===== src/rtl/ov_deser_pkg.sv =====
// ov_deser_pkg: shared types for the OV7670 pixel deserializer.
// Holds pixel format enum, FSM state enum and per-format pixel masks.
package ov_deser_pkg;

   typedef enum logic [1:0] {
      MODE_RAW8   = 2'b00,
      MODE_RGB444 = 2'b01,
      MODE_RGB555 = 2'b10,
      MODE_RGB565 = 2'b11
   } mode_t;

   typedef enum logic [2:0] {
      S_IDLE,
      S_VBLANK,
      S_LINE_WAIT,
      S_BYTE_0,
      S_BYTE_1
   } state_t;

   localparam logic [15:0] MASK_RAW8   = 16'h00FF;
   localparam logic [15:0] MASK_RGB444 = 16'h0FFF;
   localparam logic [15:0] MASK_RGB555 = 16'h7FFF;
   localparam logic [15:0] MASK_RGB565 = 16'hFFFF;

   function automatic logic [15:0] mode_mask(input mode_t m);
      logic [15:0] r;
      unique case (m)
         MODE_RAW8:   r = MASK_RAW8;
         MODE_RGB444: r = MASK_RGB444;
         MODE_RGB555: r = MASK_RGB555;
         default:     r = MASK_RGB565;
      endcase
      return r;
   endfunction

endpackage


===== src/rtl/ov_pixel_pack.sv =====
// ov_pixel_pack: combinational packer, {b0,b1} masked per pixel format.
// Ports: mode_q (format), b0 (first byte), b1 (second/only byte), pixel.
module ov_pixel_pack
   import ov_deser_pkg::*;
(
   input  mode_t       mode_q,
   input  logic [7:0]  b0,
   input  logic [7:0]  b1,
   output logic [15:0] pixel
);

   // RAW8 mask zeroes the b0 half, so the single byte rides in b1.
   assign pixel = {b0, b1} & mode_mask(mode_q);

endmodule


===== src/rtl/ov_pixel_deser.sv =====
// ov_pixel_deser: OV7670 byte stream to pixel words with frame/line markers.
// Ports: PCLK, RST (sync, active-high), VSYNC, HREF, serial_byte, mode in;
// o_pixel, o_valid, o_sof, o_sol, o_x, o_y, o_err out.
// OV_PIXEL_DESER_CHECK_EN enables the sticky framing-error flag o_err.
module ov_pixel_deser
   import ov_deser_pkg::*;
#(
   parameter int MAX_COLS = 640,
   parameter int MAX_ROWS = 480,
   parameter int COL_W    = $clog2(MAX_COLS),
   parameter int ROW_W    = $clog2(MAX_ROWS)
) (
   input  logic             PCLK,
   input  logic             RST,
   input  logic             VSYNC,
   input  logic             HREF,
   input  logic [7:0]       serial_byte,
   input  logic [1:0]       mode,
   output logic [15:0]      o_pixel,
   output logic             o_valid,
   output logic             o_sof,
   output logic             o_sol,
   output logic [COL_W-1:0] o_x,
   output logic [ROW_W-1:0] o_y,
   output logic             o_err
);

   // Counters carry one extra bit so they can saturate at the limit.
   localparam logic [COL_W:0] COL_LIM = (COL_W+1)'(MAX_COLS);
   localparam logic [ROW_W:0] ROW_LIM = (ROW_W+1)'(MAX_ROWS);

   state_t         state;
   mode_t          mode_q;
   logic [7:0]     b0;
   logic [COL_W:0] col;
   logic [ROW_W:0] row;
   logic           sof_arm;

   logic [15:0]    pack_px;
   logic           in_line;
   logic           px_done;
   logic           col_ok;
   logic           row_ok;

   ov_pixel_pack u_pack (
      .mode_q (mode_q),
      .b0     (b0),
      .b1     (serial_byte),
      .pixel  (pack_px)
   );

   assign in_line = (state == S_LINE_WAIT) ||
                    (state == S_BYTE_0) ||
                    (state == S_BYTE_1);
   assign col_ok  = (col < COL_LIM);
   assign row_ok  = (row < ROW_LIM);

   // A pixel completes on this byte: single byte in RAW8, else 2nd byte.
   always_comb begin
      px_done = 1'b0;
      if (in_line && HREF && !VSYNC) begin
         if (state == S_BYTE_1)
            px_done = 1'b1;
         else
            px_done = (mode_q == MODE_RAW8);
      end
   end

   always_ff @(posedge PCLK) begin
      if (RST) begin
         state   <= S_IDLE;
         mode_q  <= MODE_RGB444;
         b0      <= '0;
         col     <= '0;
         row     <= '0;
         sof_arm <= 1'b0;
         o_pixel <= '0;
         o_valid <= 1'b0;
         o_sof   <= 1'b0;
         o_sol   <= 1'b0;
         o_x     <= '0;
         o_y     <= '0;
      end else begin
         o_valid <= 1'b0;
         o_sof   <= 1'b0;
         o_sol   <= 1'b0;
         unique case (state)
            S_IDLE: begin
               if (VSYNC)
                  state <= S_VBLANK;
            end
            S_VBLANK: begin
               if (!VSYNC) begin
                  state   <= S_LINE_WAIT;
                  mode_q  <= mode_t'(mode);
                  row     <= '0;
                  col     <= '0;
                  sof_arm <= 1'b1;
               end
            end
            default: begin
               if (VSYNC) begin
                  state <= S_VBLANK;
                  col   <= '0;
               end else if (HREF) begin
                  if (px_done) begin
                     state <= S_BYTE_0;
                     if (col_ok)
                        col <= col + 1'b1;
                     if (col_ok && row_ok) begin
                        o_valid <= 1'b1;
                        o_pixel <= pack_px;
                        o_x     <= col[COL_W-1:0];
                        o_y     <= row[ROW_W-1:0];
                        o_sof   <= sof_arm;
                        o_sol   <= (col == '0);
                        sof_arm <= 1'b0;
                     end
                  end else begin
                     state <= S_BYTE_1;
                     b0    <= serial_byte;
                  end
               end else if (state != S_LINE_WAIT) begin
                  // End of line; a held b0 is simply abandoned.
                  state <= S_LINE_WAIT;
                  col   <= '0;
                  if (col != '0 && row_ok)
                     row <= row + 1'b1;
               end
            end
         endcase
      end
   end

`ifdef OV_PIXEL_DESER_CHECK_EN
   logic err_evt;

   always_comb begin
      err_evt = 1'b0;
      if (in_line) begin
         if (VSYNC)
            err_evt = (row != ROW_LIM);
         else if (HREF)
            err_evt = px_done && !(col_ok && row_ok);
         else if (state != S_LINE_WAIT)
            err_evt = (state == S_BYTE_1) || (col != COL_LIM);
      end
   end

   always_ff @(posedge PCLK) begin
      if (RST)
         o_err <= 1'b0;
      else if (err_evt)
         o_err <= 1'b1;
   end
`else
   assign o_err = 1'b0;
`endif

endmodule


===== config.mk =====
export PLATFORM = sky130hd
export DESIGN_NAME = ov_pixel_deser
export DESIGN_NICKNAME = d
export VERILOG_FILES = /design/src/rtl/ov_deser_pkg.sv /design/src/rtl/ov_pixel_pack.sv /design/src/rtl/ov_pixel_deser.sv
export SDC_FILE = /design/constraint.sdc
export NUM_CORES = 1
export LEC_CHECK = 0
export CAP_MARGIN = 20
export CORE_ASPECT_RATIO = 0.8
export CORE_MARGIN = 1
export CORE_UTILIZATION = 48
export DETAILED_ROUTE_END_ITERATION = 12
export PLACE_DENSITY = 0.84
export SLEW_MARGIN = 20
export SYNTH_ARGS = -nofsm -noshare
export SYNTH_HDL_FRONTEND = slang
export SYNTH_SLANG_ARGS = --single-unit
export TNS_END_PERCENT = 20

===== constraint.sdc =====
create_clock -name PCLK -period 2.1 [get_ports PCLK]
set_input_delay 0.315 -clock PCLK [delete_from_list [all_inputs] [get_ports PCLK]]
set_output_delay 0.315 -clock PCLK [all_outputs]
set_load 0.005 [all_outputs]

==> qor.csv <==
stage,metric,value,unit
power,LEAKAGE,1.35,nW
power,Flop pwr share,0.533,
synth,mapped cell area,3190,um^2
sta,setup ws final,0.0345,ns
clock_network,Num CTS Buffers,9,
power,Sw Pwr,0.596,mW
power,pwr dens,632,nW/um^2
clock_network,H-tree depth,3,
cells_and_area,footprint of the multi-input gates,1600,um^2
placed_design,post-placement worst setup slack,-0.0172,ns
cells_and_area,Reg area,1460,um^2
sta,"Period Utilization, post-route",0.984,
sta,Final Max Tran Viols,0,
clock_network,Root Buffer,clkbuf_8,
clock_network,clock sinks,73,
setup_path,CP Launch Point,mode_q[0],
power,VDD IR max,0.000440,V
cells_and_area,Syn-to-layout area delta,30.0,%
synth,number of synthesized flops with an enable pin,0,
clock_network,worst skew pair latency,0.35,ns
sta,final setup violation count,0,
global_route,All-Layer GR Usage,0.269,
setup_path,R2R setup slack,0.03,ns
global_route,vias in the first global route,2886,
synth,Ys Warns,0,
synth,register area share after synthesis,0.459,
floorplanning,num ports,53,
setup_path,crit-path max FO,7,
setup_path,Worst EP required,2.38,ns
floorplanning,FP Rows,26,
power,internal power,2.02,mW
setup_path,Reg2Reg Depth,4,
global_route,largest net degree at the start of global routing,33,
floorplanning,Die X,93.1,um
sta,min cycle time layout,2.07,ns
route,Final ANT Viol Nets,0,
route,DR pass1 iterations,5,
route,via count,3244,
setup_path,WP data arrival,2.34,ns
route,WL/cell,16.6,um
route,DRC Markers,0,
power,Comb pwr share,0.066,
setup_path,r2r endpoint,col[5],
clock_network,"Clk pin slew, worst setup/hold paths",0.07,ns
clock_network,clock tree buffer depth,2,
global_route,first-pass GRT wire length,14100,um
floorplanning,Starting Density,0.497,
floorplanning,total die area,6970,um^2
cells_and_area,ratio of cells with drive above 1 in the final layout,0.120,
route,iteration-0 DRC count of the detailed router,307,
synth,most frequent cell after synthesis,dfxtp_1,
placed_design,IO buf count,51,
setup_path,launching point of the worst reg2reg path,mode_q[0],
cells_and_area,n_diodes,0,
outcome,outcome,completed,
worst_hold_path,Hold WC Path Type,in2reg,
power,clock share of power,0.401,
setup_path,Worst Setup EP,col[5],
setup_path,crit start category,flip-flop,
synth,"Avg Cell Area, Syn",8.28,um^2
cells_and_area,fill count,566,
sta,final hold violation count,0,
global_route,"Remaining Overflow, GRT",0,
synth,top-area cell type share of the netlist area,0.459,
synth,Mapped Nets,402,
sta,clock skew,0.00768,ns
route,"wirelength, routed",8870,um
cells_and_area,nets@finish,465,
sta,Worst-Margin Slew,0.620,ns
worst_hold_path,WHS Path Cells,2,
power,Sw Ratio,0.228,
placed_design,GP Congestion,0.884,
floorplanning,Die H,74.9,um
placed_design,Detailed Place HPWL,6230,um
synth,Unique masters post-synth,46,
synth,largest area contributor in the netlist,dfxtp_1,
route,via/cell ratio,6.06,
sta,Achievable Freq,484,MHz
synth,Synth area leaders,"dfxtp_1 46%, a21oi_1 8.2%, nand3_1 6.6%, o21ai_0 6.1%, clkbuf_1 3.2%",
synth,Cells after Synth,385,
sta,normalized max-slew margin,0.581,
setup_path,critical path endpoint category,flip-flop,
synth,"FF+latch count, synth",73,
clock_network,postcts setup bufs,0,
clock_network,cts-stage hold buffer count,0,
placed_design,dpl cells,521,
global_route,initial antenna violation count,0,
job,MaxCap Viol Count,0,
clock_network,CTS tree,yes,
synth,ys flop type,dfxtp_1,
synth,most common library cells after synthesis,"73 x dfxtp_1, 52 x a21oi_1, 42 x nand3_1",
synth,Async SR Flop Fraction,0,
cells_and_area,final std cells w/o fill,535,
setup_path,Setup CP Type,reg2reg,
sta,RSZ-0062 raised after global routing,false,
floorplanning,core area,6410,um^2
==> sequential cells by signal, summed over array words and instances (netlist names), 2 cells and up <==
signal   cells
o_y          9
o_pixel     16
state        3
row         10
o_x         10
b0           8
col         11
mode_q       2
==> placed cells by master (no fill, tap or decap), drive strengths merged, types with 2 or more instances in the layout <==
cell,count
dfxtp,73
a21oi,52
clkdlybuf4s50,50
o21ai,48
nand3,42
buf,32
nand2,25
nand4,10
clkbuf,10
nor2,10
or4,8
inv,7
a211oi,7
or3,6
mux2i,6
a31oi,6
nor3,5
o211ai,5
nor3b,4
nand2b,3
nor2b,3
ha,3
clkinv,3
nor4b,3
o21a,2
nor4,2
o32ai,2
and2,2
and3,2
a211o,2
o311ai,2
==> routing by layer <==
| metal | up-vias | share of wire | GRT usage |
|---|---|---|---|
| li1 | 1554 | - | - |
| met1 | 1539 | 0.44 | 0.352 |
| met2 | 132 | 0.46 | 0.420 |
| met3 | 19 | 0.075 | 0.0808 |
| met4 | 0 | 0.023 | 0.113 |
| met5 | - | 0 | 0 |
==> cells by family after synthesis <==
| family | count (synthesis) | synth area share |
|---|---|---|
| AOI/OAI and AO/OA | 135 | 0.243 |
| adders and majority gates | 3 | 0.0118 |
| DFF | 73 | 0.459 |
| buffers and inverters | 37 | 0.0463 |
| other | 1 | 0.00118 |
| and+or+nand+nor | 130 | 0.220 |
| muxes | 6 | 0.0188 |
==> final cells by class <==
class,count,area share
timing repair buffer,82,0.184
clock inverter,4,0.0109
sequential,73,0.353
multi-input combinational,275,0.387
clock buffer,10,0.0332
tap,84,0.0254
inverter,7,0.00634
==> through the flow <==
step	util	area (um^2)	TNS (ns)	hold slack [ns]	total power [mW]
global placement	0.616	3950	0	0.459	1.59
global route	0.646	4140	0	0.343	2.71
finish	0.646	4140	0	0.333	2.62
CTS	0.646	4140	0	0.319	2.64
floorplan	-	3190	0	0.398	1.52
detailed placement	0.616	3950	-0.0172	0.464	1.60
==> power by group through the flow <==
stage | combinational, mW | sequential [mW] | clock, mW
after floorplan | 0.0893 | 1.43 | 0
after global placement | 0.167 | 1.43 | 0
after detailed placement | 0.169 | 1.43 | 0
after CTS | 0.170 | 1.40 | 1.07
after global routing | 0.185 | 1.40 | 1.12
final | 0.172 | 1.40 | 1.05
==> repair_timing <==
| item | in CTS | in global routing |
|---|---|---|
| resized for setup | 1 | 2 |
| hold endpoints to repair | 0 | 0 |
| pin swaps | 0 | 1 |
| cloned | 0 | 0 |
| endpoints found under the setup margin | 1 | 2 |
==> worst max-delay path: stages (launching register included) <==
cell,delay [ns]
dfxtp_1,0.32
or4b_4,0.53
a2111o_1,0.46
or4_1,0.51
a31oi_1,0.18
==> how the worst min path moves through the flow <==
stage / start / end
6_report: RST / o_x[3]
5_1_grt: RST / o_y[2]
4_1_cts: RST / o_x[3]
3_5_place_dp: b0[0] / o_pixel[8]
3_3_place_gp: o_pixel[8] / o_pixel[8]
2_1_floorplan: VSYNC / state[1]
Note: power is estimated with default switching activity, not from simulation.
